`config.mk`:
```
export PLATFORM = sky130hd
export DESIGN_NAME = fpu_writeback_buffer
export DESIGN_NICKNAME = d
export VERILOG_FILES = /design/src/rtl/fpu_writeback_buffer.sv
export SDC_FILE = /design/constraint.sdc
export NUM_CORES = 1
export LEC_CHECK = 0
export ABC_CLOCK_PERIOD_IN_PS = 3200
export BUFFER_PORTS_ARGS = -buffer_cell sky130_fd_sc_hd__buf_2
export CAP_MARGIN = 20
export CORE_MARGIN = 10
export CORE_UTILIZATION = 49
export CTS_BUF_LIST = sky130_fd_sc_hd__clkbuf_4 sky130_fd_sc_hd__clkbuf_8
export DETAILED_ROUTE_END_ITERATION = 10
export PLACE_DENSITY_LB_ADDON = 0.08
export REMOVE_ABC_BUFFERS = 1
export SYNTH_ARGS = -nofsm -noshare
export SYNTH_HDL_FRONTEND = slang
export SYNTH_SLANG_ARGS = --single-unit
```
`constraint.sdc`:
```
create_clock -name CLK -period 3.2 [get_ports CLK]
set_input_delay 0.16 -clock CLK [delete_from_list [all_inputs] [get_ports CLK]]
set_output_delay 0.16 -clock CLK [all_outputs]
set_load 0.02 [all_outputs]
```
`src/rtl/fpu_writeback_buffer.sv`:
```
// FP writeback buffer: queues completed FPU results in a small FIFO, drains
// one per cycle into the FP register file write port, and tracks pending FP
// destinations so issue logic can stall on RAW/WAW hazards.
module fpu_writeback_buffer #(
    parameter int DEPTH = 2
) (
    input  logic        CLK,
    input  logic        RST,
    input  logic        flush,
    input  logic        issue_valid,
    input  logic [4:0]  issue_rd,
    output logic        issue_ready,
    input  logic [4:0]  f_rs1,
    input  logic [4:0]  f_rs2,
    output logic        hazard,
    input  logic        res_valid,
    output logic        res_ready,
    input  logic [31:0] res_data,
    input  logic [4:0]  res_rd,
    input  logic [4:0]  res_flags,
    output logic [31:0] f_w_data,
    output logic [4:0]  f_rd,
    output logic        f_wen,
    output logic        f_NV,
    output logic        f_DZ,
    output logic        f_OF,
    output logic        f_UF,
    output logic        f_NX,
    output logic        err_unexpected
);

    localparam int PW = $clog2(DEPTH);
    localparam int CW = PW + 1;
    localparam logic [CW-1:0] DEPTH_C = CW'(DEPTH);

    logic [31:0]   pending_q, pending_d;
    logic [CW-1:0] outstanding_q, outstanding_d;
    logic [CW-1:0] count_q, count_d;
    logic [PW-1:0] head_q, head_d;
    logic [PW-1:0] tail_q, tail_d;
    logic [31:0]   mem_data_q  [DEPTH];
    logic [31:0]   mem_data_d  [DEPTH];
    logic [4:0]    mem_rd_q    [DEPTH];
    logic [4:0]    mem_rd_d    [DEPTH];
    logic [4:0]    mem_flags_q [DEPTH];
    logic [4:0]    mem_flags_d [DEPTH];
    logic [31:0]   w_data_q, w_data_d;
    logic [4:0]    w_rd_q, w_rd_d;
    logic [4:0]    w_flags_q, w_flags_d;
    logic          wen_q, wen_d;
    logic          err_q, err_d;
    logic          issue_fire, push, pop, retire;

    // Handshakes and hazard detection, all combinational from current state
    always_comb begin
        issue_ready = (outstanding_q < DEPTH_C) && !pending_q[issue_rd] && !RST && !flush;
        hazard      = pending_q[f_rs1] || pending_q[f_rs2];
        res_ready   = (count_q < DEPTH_C);
        issue_fire  = issue_valid && issue_ready;
        // a result offered during a flush is dropped
        push        = res_valid && res_ready && !flush;
        pop         = (count_q != '0);
        retire      = wen_q;
    end

    // Next-state for scoreboard, FIFO and output stage
    always_comb begin
        pending_d = pending_q;
        if (retire) pending_d[w_rd_q] = 1'b0;
        if (issue_fire) pending_d[issue_rd] = 1'b1;

        // floor at zero so a stray (unexpected) result cannot underflow
        outstanding_d = outstanding_q;
        case ({issue_fire, retire && (outstanding_q != '0)})
            2'b10:   outstanding_d = outstanding_q + 1'b1;
            2'b01:   outstanding_d = outstanding_q - 1'b1;
            default: outstanding_d = outstanding_q;
        endcase

        mem_data_d  = mem_data_q;
        mem_rd_d    = mem_rd_q;
        mem_flags_d = mem_flags_q;
        tail_d      = tail_q;
        if (push) begin
            mem_data_d[tail_q]  = res_data;
            mem_rd_d[tail_q]    = res_rd;
            mem_flags_d[tail_q] = res_flags;
            tail_d              = tail_q + 1'b1;
        end

        head_d    = head_q;
        wen_d     = 1'b0;
        w_flags_d = 5'd0;
        w_data_d  = w_data_q;
        w_rd_d    = w_rd_q;
        if (pop) begin
            head_d    = head_q + 1'b1;
            wen_d     = 1'b1;
            w_data_d  = mem_data_q[head_q];
            w_rd_d    = mem_rd_q[head_q];
            w_flags_d = mem_flags_q[head_q];
        end

        count_d = count_q;
        case ({push, pop})
            2'b10:   count_d = count_q + 1'b1;
            2'b01:   count_d = count_q - 1'b1;
            default: count_d = count_q;
        endcase

        err_d = err_q || (push && !pending_q[res_rd]);
    end

    // Control and output-stage registers; flush clears the same as reset
    always_ff @(posedge CLK) begin
        if (RST || flush) begin
            pending_q     <= '0;
            outstanding_q <= '0;
            count_q       <= '0;
            head_q        <= '0;
            tail_q        <= '0;
            wen_q         <= 1'b0;
            w_data_q      <= 32'd0;
            w_rd_q        <= 5'd0;
            w_flags_q     <= 5'd0;
        end else begin
            pending_q     <= pending_d;
            outstanding_q <= outstanding_d;
            count_q       <= count_d;
            head_q        <= head_d;
            tail_q        <= tail_d;
            wen_q         <= wen_d;
            w_data_q      <= w_data_d;
            w_rd_q        <= w_rd_d;
            w_flags_q     <= w_flags_d;
        end
    end

    // Sticky unexpected-result flag survives flush, cleared only by reset
    always_ff @(posedge CLK) begin
        if (RST) err_q <= 1'b0;
        else     err_q <= err_d;
    end

    // FIFO storage needs no reset: entries are only read when counted valid
    always_ff @(posedge CLK) begin
        mem_data_q  <= mem_data_d;
        mem_rd_q    <= mem_rd_d;
        mem_flags_q <= mem_flags_d;
    end

    assign f_w_data       = w_data_q;
    assign f_rd           = w_rd_q;
    assign f_wen          = wen_q;
    assign f_NV           = w_flags_q[4];
    assign f_DZ           = w_flags_q[3];
    assign f_OF           = w_flags_q[2];
    assign f_UF           = w_flags_q[1];
    assign f_NX           = w_flags_q[0];
    assign err_unexpected = err_q;

endmodule

```
==> results by group <==
Outcome
  – Outcome: complete, no violations

Drt
  – Antenna-violating nets left: 0
  – 1st-iter DRT viols: 532
  – DR vias: 5365
  – WL final: 18800 um
  – Avg WL per Cell: 20.6 um
  – Vias per std cell: 5.90
  – 1st-pass router iterations: 5
  – Residual DRC count: 0

Setup path
  – Slowest library cell on the worst path: or4_1
  – Setup CP Type: reg2reg
  – R2R Path End: outstanding_q[1]
  – Flop-to-flop setup slack: 0.43 ns
  – Critical Path AT: 3.16 ns
  – RR Startpoint: pending_q[8]
  – CP startpoint kind: flop
  – CP cell instances: mux4_2 -> and3b_1 -> a211oi_2 -> o21ai_2 -> or4_1 -> ha_1 -> or3_1 -> a21oi_1
  – Worst Setup End Kind: flop
  – Worst reg2reg path depth: 8
  – CP max FO: 5
  – Max stage delay on crit path: 0.53 ns
  – Critical path data required time: 3.59 ns
  – Buf/Inv on CP: 0
  – Critical path's top delay family: simple AND/OR/NAND/NOR gates

Logic synthesis
  – FF+latch count, synth: 166
  – Post-Syn Area: 0.00722 mm^2
  – Synth Instances: 581
  – Yosys Warn Count: 0
  – Post-synth EDFFs: 84
  – Most frequent cells after synthesis: 84 x edfxtp_1, 82 x dfxtp_1, 64 x mux2i_1
  – Ys async rst share: 0%
  – Count leader, synth: edfxtp_1
  – Sequential share of the synthesized area: 57.7%
  – Top post-synthesis cells by area: edfxtp_1 35%, dfxtp_1 23%, mux2i_1 8.9%
  – Leading area contributor after synthesis: edfxtp_1
  – Synth top area share: 34.9%
  – Synth Area per Inst: 12.4 um^2
  – Synth cell types: 48
  – Top_reg_cell synth: edfxtp_1

Run
  – Max cap viols: 0

Timing
  – Max_slew headroom: 45.8%
  – Sum Neg Setup Slack: 0 ns
  – # setup viols final: 0
  – Slew @ Worst Pin: 0.813 ns
  – Hold slack: 0.0296 ns
  – Final min period: 2.77 ns
  – Fmax: 0.360 GHz
  – Count of final hold-check violations: 0
  – Period Utilization, post-route: 86.7%
  – Slew Limit Fails: 0
  – Clock skew: 0.0106 ns
  – RSZ-0062 raised after global routing: no

Floorplan
  – IO Count: 109
  – Die area: 0.0200 mm^2
  – Rows: 44
  – Die X: 141 um
  – Die Ht: 141 um
  – Core Region: 0.0145 mm^2
  – Initial Utilization: 49.9%

CTS
  – CTS Buffer Depth: 2
  – Clock Tree Root: clkbuf_8
  – H-tree lvl count: 4
  – CTS buffer count: 17
  – Post-CTS Setup Inserts: 0
  – Clock Sink Count: 166
  – CTS tree: yes
  – Worst skew pair latency: 0.45 ns
  – CTS clk-pin slew, worst paths: 0.08 ns

Global route
  – Largest net degree at the start of global routing: 77
  – Total grt overflow: 0
  – Number of global-route vias before repair: 5425
  – Antenna violations before repair: 1
  – First-pass GRT wire length: 29700 um
  – GRT Util Overall: 18.8%

Final layout
  – # diodes: 0
  – Nets: 777
  – Share of cells above drive strength 1: 25.6%
  – Area grow syn2layout: 20.5%
  – Layout Cells excl Fill: 910
  – Final Util: 60.1%

Power
  – Maximum vdd drop: 320 uV
  – Power density cells: 481 mW/mm^2
  – Design Power: 4.18 mW
  – LEAKAGE: 3.06 nW

Hold path
  – Worst min-delay path category: in2reg
  – Worst hold path startpoint: RST
  – WHS Path Cells: 4
  – WHS Endpoint: err_unexpected

Placed design
  – GP Congestion: 0.923
  – Placed cell count: 839
  – Buffers added on ports: 108
  – Post-DP HPWL: 12800 um
==> tightest hold or removal path: stages <==
cell and delay, ns:
buf_2 0.13, inv_1 0.05, a21oi_1 0.04, o21ai_0 0.06
==> where the power goes <==
group | switching, mW | internal, mW
Sequential | 0.0310 | 2.29
Clock | 0.733 | 0.715
Combinational | 0.246 | 0.165
==> sequential cells by signal (all words and copies together), names as in the netlist <==
signal,flops
outstanding_q,2
err_unexpected,1
f_wen,1
mem_data_q,64
mem_flags_q,10
tail_q,1
f_rd,5
f_w_data,32
count_q,2
head_q,1
w_flags_q,5
mem_rd_q,10
pending_q,32
==> kinds of logic (layout without fill, tap and decap cells) <==
kind of cell	after synthesis	after routing	share of synthesized area [%]
buffers and inverters	52	197	2.83
muxes	89	89	16.4
adders and majority gates	2	2	0.347
and+or+nand+nor	144	144	9.76
xor gates and xnor gates	6	6	0.728
AOI/OAI and AO/OA	122	122	12.3
DFF	166	166	57.7
==> through the flow <==
| stage | setup WS, ns | area (um^2) |
|---|---|---|
| 2_1_floorplan | 0.348 | 7040 |
| 3_5_place_dp | 0.252 | 7920 |
| 4_1_cts | 0.415 | 8700 |
| 3_3_place_gp | 0.254 | 7900 |
| 5_1_grt | 0.291 | 8700 |
| 6_report | 0.425 | 8700 |
==> per-layer routing <==
| layer | track usage [%] | up-vias | wire length (um) |
|---|---|---|---|
| li1 | - | 2500 | - |
| met1 | 24.9 | 2623 | 8310 |
| met2 | 28.5 | 202 | 8580 |
| met3 | 4.71 | 38 | 1340 |
| met4 | 8.12 | 2 | 522 |
| met5 | 0 | - | 17 |
==> final cells by class <==
type                            instances  area [um^2]
Clock buffer                           19          255
Clock inverter                         13          129
Fill cell                            1203         5780
Inverter                                8         30.0
Multi-Input combinational cell        363         2870
Sequential cell                       166         4170
Tap cell                              184          230
Timing Repair Buffer                  157         1020
==> cells in the final DEF, fill, tap and decap left out, types with 9 or more instances in the layout <==
master and count:
a211oi_1 37, buf_2 108, buf_4 9, clkbuf_8 18
dfxtp_1 81, dlygate4sd3_1 39, edfxtp_1 84, mux2i_1 64
mux4_2 23, nand2_1 24, nand3_1 13, nor2_1 53
o211ai_1 25, o21ai_0 22
==> how the worst max path moves through the flow <==
| stage | from | endpoint | slack [ns] | depth (start not counted) |
|---|---|---|---|---|
| 2_1_floorplan | pending_q[11] | outstanding_q[1] | 0.35 | 8 |
| 3_3_place_gp | issue_rd[1] | outstanding_q[1] | 0.25 | 9 |
| 3_5_place_dp | issue_rd[1] | outstanding_q[1] | 0.25 | 9 |
| 4_1_cts | pending_q[8] | outstanding_q[1] | 0.42 | 8 |
| 5_1_grt | pending_q[21] | outstanding_q[1] | 0.29 | 8 |
| 6_report | pending_q[8] | outstanding_q[1] | 0.43 | 8 |
==> timing repair <==
action / CTS / global route
resized for setup: 0 / 0
hold buffers: 39 / 0
hold endpoints to repair: 78 / 0
No activity file was read; power rests on OpenSTA's default activity.
